## src/rtl/mknf_sweep_ctrl_pkg.sv

```systemverilog
// mknf_sweep_ctrl_pkg
//   Shared definitions for the MKNF cell sweep controller.
//   - state_e             : sequencer state encoding (3-bit)
//   - MKNF_EXPECT_DEFAULT : truth table of (x3|x2|x0)&(x2|~x1|~x0)&(~x3|~x0),
//                           bit k = f for x = k
//   - MKNF_NUM_VEC        : number of input vectors swept (4-bit x)
//   - MKNF_SETTLE_DEFAULT : default settle time in clock cycles
package mknf_sweep_ctrl_pkg;

  typedef enum logic [2:0] {
    ST_IDLE       = 3'd0,
    ST_DRIVE      = 3'd1,
    ST_SAMPLE     = 3'd2,
    ST_HIZ_WAIT   = 3'd3,
    ST_HIZ_SAMPLE = 3'd4,
    ST_DONE       = 3'd5
  } state_e;

  localparam logic [15:0] MKNF_EXPECT_DEFAULT = 16'h55F2;
  localparam int unsigned MKNF_NUM_VEC        = 16;
  localparam int unsigned MKNF_SETTLE_DEFAULT = 2;

  localparam logic [3:0]  MKNF_LAST_VEC       = 4'(MKNF_NUM_VEC - 1);

endpackage

```

## src/rtl/mknf_sweep_ctrl.sv

```systemverilog
// mknf_sweep_ctrl
//   Runs one full self-check of the MKNF function cell and its tri-state
//   output buffer per start pulse: drives every x vector with the buffer
//   enabled, samples f after SETTLE cycles, builds the truth table and
//   compares it to EXPECT, then disables the buffer and checks f is high-Z.
//
// Ports
//   clk        in   system clock, rising edge
//   rst_n      in   asynchronous active-low reset
//   start      in   one-cycle sweep request, ignored while busy
//   abort      in   terminate a running sweep (no done pulse)
//   f_in       in   buffered cell output f
//   f_hiz      in   high when the f net is undriven
//   x_out      out  [3:0] input vector to the cell
//   en_out     out  output-buffer enable to the cell
//   busy       out  sweep in progress
//   done       out  one-cycle pulse, results valid
//   pass       out  table matched and high-Z check passed
//   table_out  out  [15:0] captured truth table, bit k = f at x=k
//   err_cnt    out  [4:0] number of mismatching entries
//   first_err  out  [3:0] lowest mismatching x
//   err_valid  out  first_err is meaningful
//
// state        | meaning
// -------------+--------------------------------------------------------
// ST_IDLE      | waiting for start, buffer disabled
// ST_DRIVE     | x/en held, settle counter counting down
// ST_SAMPLE    | capture f for current x, advance or go to high-Z check
// ST_HIZ_WAIT  | buffer disabled, settle counter counting down
// ST_HIZ_SAMPLE| capture high-Z detector, form pass
// ST_DONE      | done pulse, results valid
module mknf_sweep_ctrl
  import mknf_sweep_ctrl_pkg::*;
#(
  parameter int unsigned SETTLE = MKNF_SETTLE_DEFAULT,
  parameter logic [15:0] EXPECT = MKNF_EXPECT_DEFAULT
) (
  input  logic        clk,
  input  logic        rst_n,
  input  logic        start,
  input  logic        abort,
  input  logic        f_in,
  input  logic        f_hiz,
  output logic [3:0]  x_out,
  output logic        en_out,
  output logic        busy,
  output logic        done,
  output logic        pass,
  output logic [15:0] table_out,
  output logic [4:0]  err_cnt,
  output logic [3:0]  first_err,
  output logic        err_valid
);

  // Counter is loaded with SETTLE-1 and the state moves on at terminal
  // count 0, so each DRIVE/HIZ_WAIT phase lasts exactly SETTLE cycles.
  localparam logic [3:0] SETTLE_LOAD = 4'(SETTLE - 1);

  state_e     state;
  logic [3:0] settle_cnt;
  logic       hiz_err;

  always_ff @(posedge clk or negedge rst_n) begin
    if (!rst_n) begin
      state      <= ST_IDLE;
      settle_cnt <= 4'd0;
      hiz_err    <= 1'b0;
      x_out      <= 4'd0;
      en_out     <= 1'b0;
      busy       <= 1'b0;
      done       <= 1'b0;
      pass       <= 1'b0;
      table_out  <= 16'd0;
      err_cnt    <= 5'd0;
      first_err  <= 4'd0;
      err_valid  <= 1'b0;
    end else begin
      done <= 1'b0;
      if (abort && (state != ST_IDLE)) begin
        // Partial table and error outputs are kept for debug.
        state      <= ST_IDLE;
        settle_cnt <= 4'd0;
        x_out      <= 4'd0;
        en_out     <= 1'b0;
        busy       <= 1'b0;
        pass       <= 1'b0;
      end else begin
        case (state)
          ST_IDLE: begin
            busy   <= 1'b0;
            en_out <= 1'b0;
            if (start) begin
              table_out  <= 16'd0;
              err_cnt    <= 5'd0;
              first_err  <= 4'd0;
              err_valid  <= 1'b0;
              hiz_err    <= 1'b0;
              pass       <= 1'b0;
              x_out      <= 4'd0;
              en_out     <= 1'b1;
              busy       <= 1'b1;
              settle_cnt <= SETTLE_LOAD;
              state      <= ST_DRIVE;
            end
          end

          ST_DRIVE: begin
            if (settle_cnt == 4'd0) state <= ST_SAMPLE;
            else                    settle_cnt <= settle_cnt - 4'd1;
          end

          ST_SAMPLE: begin
            table_out[x_out] <= f_in;
            if (f_in != EXPECT[x_out]) begin
              if (err_cnt != 5'd16) err_cnt <= err_cnt + 5'd1;
              if (!err_valid) begin
                first_err <= x_out;
                err_valid <= 1'b1;
              end
            end
            settle_cnt <= SETTLE_LOAD;
            if (x_out == MKNF_LAST_VEC) begin
              x_out  <= 4'd0;
              en_out <= 1'b0;
              state  <= ST_HIZ_WAIT;
            end else begin
              x_out <= x_out + 4'd1;
              state <= ST_DRIVE;
            end
          end

          ST_HIZ_WAIT: begin
            if (settle_cnt == 4'd0) state <= ST_HIZ_SAMPLE;
            else                    settle_cnt <= settle_cnt - 4'd1;
          end

          ST_HIZ_SAMPLE: begin
            // pass is formed here from the live detector so it is valid in
            // the same cycle as the done pulse.
            hiz_err <= ~f_hiz;
            pass    <= (err_cnt == 5'd0) && f_hiz;
            done    <= 1'b1;
            state   <= ST_DONE;
          end

          ST_DONE: begin
            pass  <= pass && !hiz_err;
            busy  <= 1'b0;
            state <= ST_IDLE;
          end

          default: begin
            state  <= ST_IDLE;
            busy   <= 1'b0;
            en_out <= 1'b0;
            x_out  <= 4'd0;
          end
        endcase
      end
    end
  end

endmodule
```

## config.mk

```make
export PLATFORM = sky130hd
export DESIGN_NAME = mknf_sweep_ctrl
export DESIGN_NICKNAME = d
export VERILOG_FILES = /design/src/rtl/mknf_sweep_ctrl_pkg.sv /design/src/rtl/mknf_sweep_ctrl.sv
export SDC_FILE = /design/constraint.sdc
export NUM_CORES = 1
export LEC_CHECK = 0
export BUFFER_PORTS_ARGS = -buffer_cell sky130_fd_sc_hd__clkbuf_2
export CAP_MARGIN = 20
export CELL_PAD_IN_SITES_DETAIL_PLACEMENT = 1
export CELL_PAD_IN_SITES_GLOBAL_PLACEMENT = 1
export CORE_MARGIN = 2
export CORE_UTILIZATION = 44
export CTS_BUF_LIST = sky130_fd_sc_hd__clkbuf_4
export DETAILED_ROUTE_END_ITERATION = 12
export PLACE_DENSITY_LB_ADDON = 0.05
export SETUP_SLACK_MARGIN = 0.2
export SYNTH_ARGS = -nofsm -noshare
export SYNTH_HDL_FRONTEND = slang
export SYNTH_SLANG_ARGS = --single-unit
```

## constraint.sdc

```tcl
create_clock -name clk -period 2.9 [get_ports clk]
set_input_delay 0 -clock clk [delete_from_list [all_inputs] [get_ports clk]]
set_output_delay 0 -clock clk [all_outputs]
set_load 0.02 [all_outputs]
```

* After elaboration in Yosys (flattened, before gate mapping) *
Memories as Yosys holds them, arrays and structs flattened.
Index checks and enable logic that the tools add are counted.

storage, ports and cells
  register bits = 42
  logic and storage cells = 106
  memories = 1
  input bits = 6
  bits in read-only memories = 16

cells by class
  bitwise gates (word level) = 2
  reduce and logical (&&, ||, !) cells = 26
  multiplexer cells = 41
  eq/ne operators = 19
  $lt $le $gt $ge = 2
  add/sub/neg operators = 3

memory list
  memory           words  bits a word  read ports  clocked after memory_dff  wr ports  RTL line                RTL
  (no name shown)  16     1            1           0                         0         mknf_sweep_ctrl.sv:114  if (f_in != EXPECT[x_out]) begin

operators by type and width
  operator               number
  $mux W4                8
  $pmux W16 S2           1
  $pmux W4 S3            2
  $bwmux W16             1
  $mux W16               1
  $mux W5                3
  $ne A3 B3 Y1 const B   5
  $pmux W3 S5            1
  $mux W3                4
  $reduce_and A3 Y1      4
  $mux W1                11
  $pmux W5 S2            1
  $reduce_and A5 Y1      2
  $ne A2 B2 Y1 const B   4
  $pmux W4 S2            1
  $reduce_bool A4 Y1     2
  $reduce_or A4 Y1       2
  $eq A3 B2 Y1 const B   2
  $eq A3 B3 Y1 const B   2
  $pmux W1 S2            3
  $pmux W1 S3            2
  $reduce_and A2 Y1      3
  $add A5 B1 Y5 const B  1
  $logic_not A5 Y1       1
  other kinds (20)       26

* Logic depth before layout (Yosys ltp) *
Gate-level depths: netlist of run 1.

  depth after elaboration = 6
  mapped depth = 6
  depth with buffers taken out = 6

* Worst setup path before layout of run 1 *
No wires, ideal clock.

  path type = reg2reg
  start point = register x_out[1]
  end point = register first_err[0]
  stages on the path, launching flop included = 7
  setup slack = 0.664 ns
  data arrival time = 2.114 ns
  required time = 2.778 ns
  period minus slack after synthesis = 2.236 ns
  cells stage by stage = dfrtp_1 -> inv_1 -> ha_1 -> or4b_4 -> o211a_2 -> or3_4 -> a32o_1

between the ends
  word-level cells in the longest chain between the ends = 5

RTL lines
  element                        RTL line                RTL
  from (decl)                    mknf_sweep_ctrl.sv:44   output logic [3:0] x_out,
  from (signal assigned)         mknf_sweep_ctrl.sv:127  x_out <= x_out + 4'd1;
  $mem_v2 Z16 W1                 -
  $mux W1 (not written as such)  mknf_sweep_ctrl.sv:114
  $ne A1 B1 Y1                   mknf_sweep_ctrl.sv:114
  $ne A2 B2 Y1 (no line)         -
  $reduce_and A5 Y1 (no line)    -
  to (signal assigned)           mknf_sweep_ctrl.sv:117  first_err <= x_out;
  to (decl)                      mknf_sweep_ctrl.sv:51   output logic [3:0] first_err,

Every way passes these cells. The select of a mux whose other input is x is not followed.
A chain may end at the register's enable or synchronous reset.

* Worst setup path after layout of run 1 *
  start point = register x_out[1]
  end point = register first_err[3]

Same word-level chain as after synthesis.

==> results of run 1 <==
==> where the power goes <==
part / leakage [nW] / switching (mW) / total [mW] / internal [mW]
combinational: 0.632 / 0.322 / 0.510 / 0.188
clock: 0.0387 / 0.195 / 0.370 / 0.174
sequential: 0.577 / 0.0858 / 0.724 / 0.638
==> routing by layer <==
layer / track usage [%] / up-vias
met4: 5.85 / 0
met2: 33.1 / 34
li1: - / 986
met3: 4.76 / 6
met1: 33.7 / 1009
met5: 0 / -
==> how the worst max path moves through the flow <==
| stage | endpoint | slack [ps] | startpoint | cells past startpoint |
|---|---|---|---|---|
| 2_1_floorplan | first_err[0] | 660 | x_out[1] | 6 |
| 3_3_place_gp | first_err[1] | 690 | x_out[1] | 6 |
| 3_5_place_dp | first_err[3] | 630 | x_out[1] | 6 |
| 4_1_cts | first_err[3] | 600 | x_out[1] | 6 |
| 5_1_grt | first_err[3] | 430 | x_out[1] | 6 |
| 6_report | first_err[3] | 590 | x_out[1] | 6 |
==> logic make-up after synthesis <==
kind of cell               count (synthesis)  share of synthesized area (%)
muxes                                      1                          0.499
DFF                                       42                           46.6
buffers and inverters                     24                           4.38
AOI/OAI and AO/OA                         94                           25.3
and+or+nand+nor                           76                           18.7
adders and majority gates                  8                           4.44
==> cell usage after synthesis, drive strengths merged, types with 2 or more instances <==
cell type and count:
nor4b 2, a31oi 7, or3 3, a32oi 2, nand3 11, nand2 13
o22ai 4, a21o 3, nor2b 5, buf 3, or4 2, clkbuf 10
nor3b 2, o211ai 3, nand2b 8, nand4 3, a21oi 22, or4b 2
o21ai 38, ha 8, a32o 5, inv 11, a22o 3, dfrtp 42
nor3 5, nor2 14
==> critical path: cells and delay by family, from the launching register on <==
family	cells	cell delay [ps]
buf+inv	1	110
compound gates	2	460
fa+ha+maj	1	290
flops	1	480
simple gates	2	870
==> state kept, by name, summed over array words and instances (netlist names) <==
name,count
done,1
err_valid,1
table_out,16
settle_cnt,4
state,3
err_cnt,5
x_out,4
busy,1
en_out,1
hiz_err,1
pass,1
first_err,4
==> per-stage QoR <==
stage               hold WS (ps)  cell area (um^2)  utilization, %  worst slack (ps)  cells
finish                      98.7              2650            52.6               590    358
global route                 129              2650            52.6               428    358
CTS                          378              2630            52.2               603    357
detailed placement           244              2510            49.8               633    345
global placement             253              2510            49.8               689    345
floorplan                   -296              2260               -               664    245
==> final cells by class <==
type                       instances  area, um^2  area share, %
clock buffer                       5        37.5           1.42
clock inverter                     2        33.8           1.27
inverter                          11        41.3           1.56
multi-input combinational        179        1110           41.7
sequential                        42        1050           39.6
tap                               70        87.6           3.30
timing repair buffer              49         295           11.1
==> metrics.yaml, run 1 <==
run_status:
  outcome: "complete, no violations"
clock_tree:
  postCtsHoldBufs: 5
  cts_tree: "done"
  cts_made_buffers: 5
  root_buffer: "clkbuf_4"
  cts-htree-levels: 2
  clock_latency_ps: 360
  clock_sinks: 42
  cts_setup_buffers: 0
  cts_buffer_depth: 2
  path_clk_slew_ps: 120
  post_cts_resized: 0
synthesis:
  synth_top_area_share_pct: 46.6
  synth_seq_cells: 42
  seq_area_frac_synth_pct: 46.6
  synth_top_area_cell: "dfrtp_1"
  ys_top_cells_by_area: "dfrtp_1 47%, o21ai_0 8.0%, a21oi_1 4.9%, ha_1 4.4%, nand3_1 2.4%"
  synth_edf_count: 0
  syn_area_per_cell_um2: 9.21
  synth_cell_types: 46
  syn_inst: 245
  syn_area_um2: 2260
  synth_flop_cell: "dfrtp_1"
  synth.net_count: 259
  yosys_warnings: 0
  async_flop_share_pct: 100
detailed_routing:
  wl_met3_um: 163
  viasPerCell: 5.68
  met1_length_um: 2990
  drt-total-wl_um: 5930
  wire_per_inst_um: 16.6
  route.met2.wl_um: 2710
  dr_total_vias: 2035
  drcViolationCount: 0
  drtIter0Drc: 78
  top_layer_used: "met4"
  ant_nets: 0
  dr.pass1.iters: 4
global_routing:
  grt_pass1_wl_um: 9600
  antenna_found_initial: 0
  grtUsageTotal_pct: 22.5
  global_route.overflow_total: 0
  grt_max_degree: 43
  grt_pass1_vias: 1877
worst_setup_path:
  cp-end-kind: "flip-flop"
  r2r-start: "x_out[1]"
  cp-start-kind: "flip-flop"
  crit_chain: "inv_1, ha_1, or4b_4, o211a_2, or3_4, a32o_1"
  worstPathArrival_ps: 2560
  crit_fanout: 7
  slowest_stage: "or4b_4"
  regToRegEndpoint: "first_err[3]"
  ff2ff_path_depth: 6
  r2r_slack_ps: 590
  worstPathRequired_ps: 3150
  slowest_delay_ps: 510
  crit_type: "flip-flop to flip-flop"
sta:
  slew_violations: 0
  rsz0062_at_grt: "false"
  timing.fmax_mhz: 433
  min_period_ps: 2310
  skew_ps: 3.05
  relSlewSlack_pct: 61.5
  finalSetupViolCount: 0
  max_slew.worst_pin.slew_ps: 577
  hold_violations: 0
  finalCritPeriodShare_pct: 79.7
  setup_tns_ps: 0
finish:
  layout-drive-gt1-share_pct: 19.8
  fillers: 611
  final_nets: 302
  area_growth_pct: 17.6
  insertedDiodeCount: 0
  mostFrequentLayoutCell: "dfrtp_1"
  mostFrequentLayoutCells: "42 x dfrtp_1, 39 x clkbuf_2, 36 x o21ai_0"
power_and_ir_drop:
  p_leak_nw: 1.25
  total_power_mw: 1.60
  peakVddDrop_mv: 0.270
  power_density_nw_per_um2: 605
die:
  ios: 40
  dieArea_um2: 5720
  initial_core_util_pct: 44.7
  fp.dieH_um: 75.6
  die_width_um: 75.6
  fp-row-count: 26
  core_um2: 5040
place:
  port_buffers: 39
  gp_routability_congestion: 0.760
  hpwl_um: 4160
job:
  maxCapViolCount: 0
min_path:
  hold_class: "input port to asynchronous set/reset pin"
Note: power is estimated with default switching activity, not from simulation.
==> run 2, diff against run 1 <==
==> constraint.sdc (replaced) <==
create_clock -name clk -period 2.35 [get_ports clk]
set_input_delay 0 -clock clk [delete_from_list [all_inputs] [get_ports clk]]
set_output_delay 0 -clock clk [all_outputs]
set_load 0.02 [all_outputs]
==> metrics.yaml, run 2 (synthesis gave the netlist of run 1 again) <==
run_status:
  outcome: "complete, no violations"
power_and_ir_drop:
  switching_share_pct: 39.8  # +2.2 points
  clkPwrFrac_pct: 18.5  # -4.6 points
  total_power_mw: 1.87  # +17%
  sequentialPowerShare_pct: 47.3  # +2.2 points
  p_int_mw: 1.13  # +13%
  p_leak_nw: 1.24  # -0.50%
  peakVddDrop_mv: 0.289  # +7.0%
  power_density_nw_per_um2: 712  # +18%
  p_comb_share_pct: 34.3  # +2.5 points
  switchingPower_uw: 746  # +24%
detailed_routing:
  wl_met3_um: 165  # +1.2%
  ant_nets: 0  # unchanged
  drcViolationCount: 0  # unchanged
  met1_length_um: 2940  # -1.4%
  top_layer_used: "met4"
  wire_per_inst_um: 16.6  # about the same
  dr_total_vias: 2059  # +1.2%
  viasPerCell: 5.70  # +0.34%
  drt-total-wl_um: 5980  # +0.86%
  dr.pass1.iters: 4  # unchanged
  drtIter0Drc: 202  # +160%
  route.met2.wl_um: 2820  # +4.4%
finish:
  reg_top3: "table_out x16, err_cnt x5"
  area_growth_pct: 16.8
  final_nets: 304  # +0.66%
  mostFrequentLayoutCells: "41 x dfrtp_1, 39 x clkbuf_2, 36 x o21ai_0"
  mostFrequentLayoutCell: "dfrtp_1"
  final_cells: 361  # +0.84%
  postLayoutCellArea_um2: 2630  # -0.71%
  insertedDiodeCount: 0  # unchanged
  final_util_pct: 52.2  # -0.37 points
  layout-drive-gt1-share_pct: 21.0  # +1.2 points
  largest_reg_flops: 16  # unchanged
  largest_register: "table_out"
sta:
  hold-worst-slack_ps: 27.4  # -71.3 ps
  setup_tns_ps: 0  # unchanged
  timing.fmax_mhz: 481  # +11%
  setup_ws_ps: 272  # -317 ps
  finalCritPeriodShare_pct: 88.4  # +8.7 points
  finalSetupViolCount: 0  # unchanged
  relSlewSlack_pct: 68.8  # +7.3 points
  rsz0062_at_grt: "false"
  skew_ps: 6.52  # +3.47 ps
  min_period_ps: 2080  # -233 ps
  slew_violations: 0  # unchanged
  max_slew.worst_pin.slew_ps: 467  # -110 ps
  hold_violations: 0  # unchanged
worst_setup_path:
  worstPathRequired_ps: 2600  # -550 ps
  cp-start-kind: "flip-flop"
  crit_fanout: 7  # unchanged
  cp-end-kind: "flip-flop"
  crit_type: "flip-flop to flip-flop"
  worstPathArrival_ps: 2330  # -230 ps
clock_tree:
  cts_buffer_depth: 2  # unchanged
  clock_sinks: 42  # unchanged
  path_clk_slew_ps: 130  # about the same
  cts-htree-levels: 2  # unchanged
  cts_made_buffers: 5  # unchanged
  cts_tree: "done"
  clock_latency_ps: 350  # about the same
  root_buffer: "clkbuf_4"
die:
  core_um2: 5040  # unchanged
  dieArea_um2: 5720  # unchanged
  initial_core_util_pct: 44.7  # unchanged
  fp.dieH_um: 75.6  # unchanged
  fp-row-count: 26  # unchanged
  ios: 40  # unchanged
  die_width_um: 75.6  # unchanged
global_routing:
  grt_max_degree: 31  # -28%
  global_route.overflow_total: 0  # unchanged
  grt_pass1_vias: 1970  # +5.0%
  grtUsageTotal_pct: 22.6  # +0.062 points
  grt_pass1_wl_um: 9860  # +2.7%
  antenna_found_initial: 0  # unchanged
job:
  maxCapViolCount: 0  # unchanged
place:
  gp_routability_congestion: 0.780  # +2.6%
  hpwl_um: 4280  # +2.7%
  post_dp_cell_area_um2: 2540  # +1.0%
  port_buffers: 39  # unchanged
  preCtsSetupSlack_ps: 195  # -439 ps
  placed_cells_incl_taps: 348  # +0.87%
min_path:
  hold_class: "input port to flip-flop"
==> run 2: cell types whose count changed in the layout (fill, tap and decap cells not counted), sizes merged <==
| cell | delta |
|---|---|
| buf | +3 |
| bufinv | -1 |
| clkinv | +2 |
| dlygate4sd3 | -1 |
==> run 2: critical path, cell delays in order, from the launching register on <==
cell	delay, ps
dfrtp_2	380
inv_1	70
ha_2	230
or4b_4	500
o211a_2	180
or3_4	360
a32o_1	260
==> run 2: timing repair <==
item                                   CTS  global route
hold buffers                             4             0
gates resized for setup                  0             0
endpoints found under the hold margin   46             0
setup endpoints to repair                4             0
buffers inserted                         1             0
==> run 2: worst paths after layout <==
kind / startpoint / endpoint / slack, ps / depth (start not counted)
max: x_out[1] / first_err[2] / 270 / 6
min: start / busy / 30 / 3
max reg2reg: x_out[1] / first_err[2] / 270 / 6
min reg2reg: table_out[10] / table_out[10] / 520 / 2
max in group asynchronous: rst_n / x_out[1] / 1560 / 3
min in group asynchronous: rst_n / settle_cnt[2] / 60 / 2
==> run 2: layout make-up <==
class | instances | area, um^2
clock inverters | 3 | 11.3
inverters | 11 | 41.3
fillers | 614 | 2410
multi-input cells | 179 | 1110
flip-flops and latches | 42 | 1050
repair buffers | 51 | 295
clock buffers | 5 | 37.5
well taps | 70 | 87.6
==> run 2: power by group through the flow <==
stage	Clock [mW]	Sequential (mW)	Combinational, mW
2_1_floorplan	0	0.889	0.441
3_3_place_gp	0	0.897	0.616
3_5_place_dp	0	0.900	0.634
4_1_cts	0.361	0.886	0.648
5_1_grt	0.381	0.903	0.725
6_report	0.346	0.886	0.642
==> run 2: per-layer routing <==
layer | vias to the layer above | track usage (%)
met3 | 4 | 2.91
met2 | 36 | 35.4
li1 | 997 | -
met1 | 1022 | 32.6
met4 | 0 | 7.02
met5 | - | 0
==> run 3, diff against run 2 <==
--- a/config.mk
+++ b/config.mk
@@ -10,10 +10,11 @@
 export CELL_PAD_IN_SITES_DETAIL_PLACEMENT = 1
 export CELL_PAD_IN_SITES_GLOBAL_PLACEMENT = 1
 export CORE_MARGIN = 2
-export CORE_UTILIZATION = 44
+export CORE_UTILIZATION = 47
 export CTS_BUF_LIST = sky130_fd_sc_hd__clkbuf_4
 export DETAILED_ROUTE_END_ITERATION = 12
 export PLACE_DENSITY_LB_ADDON = 0.05
+export RECOVER_POWER = 50
 export SETUP_SLACK_MARGIN = 0.2
 export SYNTH_ARGS = -nofsm -noshare
 export SYNTH_HDL_FRONTEND = slang
==> constraint.sdc (replaced) <==
create_clock -name clk -period 2.4 [get_ports clk]
set_input_delay 0 -clock clk [delete_from_list [all_inputs] [get_ports clk]]
set_output_delay 0 -clock clk [all_outputs]
set_load 0.02 [all_outputs]
==> metrics.yaml, run 3 (synthesis gave the netlist of run 1 again) <==
finish:
  insertedDiodeCount: 0  # unchanged
  register_area_um2: 1050  # unchanged
  largest_reg_flops: 16  # unchanged
  mostFrequentLayoutCell: "dfrtp_1"
  multiInputGateArea_um2: 1110  # +0.23%
  final_nets: 307  # +0.99%
  fillers: 573  # -6.7%
  area_growth_pct: 15.9
  mostFrequentLayoutCells: "41 x dfrtp_1, 36 x o21ai_0, 22 x a21oi_1"
  final_util_pct: 56.1  # +3.9 points
  largest_register: "table_out"
  layout-drive-gt1-share_pct: 16.0  # -5.0 points
  reg_top3: "table_out x16, err_cnt x5"
detailed_routing:
  ant_nets: 0  # unchanged
  drcViolationCount: 0  # unchanged
  drtIter0Drc: 144  # -29%
  wire_per_inst_um: 17.4  # +5.0%
  drt-total-wl_um: 6050  # +1.2%
  dr_total_vias: 2110  # +2.5%
  viasPerCell: 6.06  # +6.3%
  dr.pass1.iters: 4  # unchanged
worst_setup_path:
  cp_num_cells: 6  # unchanged
  cp-end-kind: "flip-flop"
  worstPathArrival_ps: 2370  # +40 ps
  r2r_slack_ps: 300  # +30 ps
  regToRegEndpoint: "first_err[2]"
  crit_fanout: 5  # -2
  slowest_stage: "or4b_4"
  crit_chain: "inv_1, ha_1, or4b_4, o211a_2, or3_4, a32o_1"
  cp-start-kind: "flip-flop"
  critical_path.top_delay_family: "simple AND/OR/NAND/NOR gates"
  crit_type: "flip-flop to flip-flop"
  r2r-start: "x_out[1]"
  path_buf_inv: 1  # unchanged
  worstPathRequired_ps: 2670  # +70 ps
  ff2ff_path_depth: 6  # unchanged
  slowest_delay_ps: 490  # about the same
global_routing:
  grt_pass1_wl_um: 10200  # +3.4%
  grt_max_degree: 23  # -26%
  grt_pass1_vias: 2052  # +4.2%
  global_route.overflow_total: 0  # unchanged
  antenna_found_initial: 0  # unchanged
  grtUsageTotal_pct: 24.3  # +1.7 points
place:
  port_buffers: 39  # unchanged
  gp_routability_congestion: 0.805  # +3.2%
  hpwl_um: 4420  # +3.4%
die:
  initial_core_util_pct: 48.4  # +3.7 points
  core_um2: 4660  # -7.6%
  dieArea_um2: 5370  # -6.1%
  die_width_um: 73.3  # -3.1%
  fp.dieH_um: 73.3  # -3.1%
  ios: 40  # unchanged
  fp-row-count: 25  # -3.8%
power_and_ir_drop:
  p_leak_nw: 1.20  # -3.4%
  power_density_nw_per_um2: 710  # -0.25%
  peakVddDrop_mv: 0.327  # +13%
min_path:
  hold_class: "input port to flip-flop"
  min_to: "en_out"
  hold-path-cell-count: 3  # unchanged
  min-delay-start: "start"
sta:
  setup_tns_ps: 0  # unchanged
  max_slew.worst_pin.slew_ps: 1200  # +732 ps
  skew_ps: 16.9  # +10.4 ps
  hold_violations: 0  # unchanged
  finalCritPeriodShare_pct: 87.4  # -1.0 points
  timing.fmax_mhz: 477  # -0.93%
  relSlewSlack_pct: 20.1  # -49 points
  rsz0062_at_grt: "false"
  slew_violations: 0  # unchanged
  finalSetupViolCount: 0  # unchanged
  min_period_ps: 2100  # +19.4 ps
clock_tree:
  cts-htree-levels: 2  # unchanged
  root_buffer: "clkbuf_4"
  cts_made_buffers: 5  # unchanged
  clock_sinks: 42  # unchanged
  cts_buffer_depth: 2  # unchanged
  clock_latency_ps: 370  # +20 ps
  cts_tree: "done"
  path_clk_slew_ps: 140  # about the same
job:
  maxCapViolCount: 0  # unchanged
run_status:
  outcome: "complete, no violations"
## run 3: changes by cell type in the layout (fill, tap and decap cells not counted), sizes merged
cell and change:
buf +1, clkinv -1, clkbuf +3
## run 3: cell type report
| type | count | share of cell area, % |
|---|---|---|
| flip-flops and latches | 42 | 40.2 |
| well taps | 54 | 2.58 |
| clock inverters | 2 | 0.383 |
| multi-input cells | 179 | 42.5 |
| repair buffers | 54 | 11.0 |
| clock buffers | 6 | 1.72 |
| inverters | 11 | 1.58 |
## run 3: report_power, final
group	switching [mW]	total, mW	internal [mW]
Sequential	0.0937	0.865	0.771
Combinational	0.396	0.627	0.231
Clock	0.241	0.364	0.123
## run 3: through the flow
stage	hold WS (ps)	cells	worst slack, ps	instance area (um^2)	total power, mW
3_5_place_dp	19.0	335	297	2540	1.50
5_1_grt	55.2	348	231	2620	1.99
4_1_cts	36.7	347	280	2630	1.87
6_report	34.4	348	303	2620	1.86
2_1_floorplan	-296	245	222	2260	1.30
3_3_place_gp	11.6	335	341	2540	1.48
## run 3: layer usage
metal,up-vias,wire length [um],global-route usage [%]
met4,0,72,7.00
li1,1001,-,-
met3,8,229,4.39
met1,1052,2900,34.2
met2,49,2850,38.2
met5,-,0,0
## run 3: worst max path at each step
stage / from / end / slack [ps]
CTS: x_out[1] / first_err[2] / 280
global route: x_out[1] / first_err[2] / 230
detailed placement: x_out[1] / first_err[2] / 300
finish: x_out[1] / first_err[2] / 300
global placement: x_out[1] / first_err[1] / 340
floorplan: x_out[0] / first_err[0] / 220
## run 3: repair_timing
action                                 4_1_cts  5_1_grt
hold buffers                                 4        0
resized for setup                            0        1
endpoints found under the hold margin       24        0
setup buffers                                0        1
setup endpoints to repair                    0        1
## run 3: worst min-delay path, delay by kind of cell
family | cells | cell delay, ps
AOI/OAI and AO/OA | 2 | 200
buffers and inverters | 1 | 140
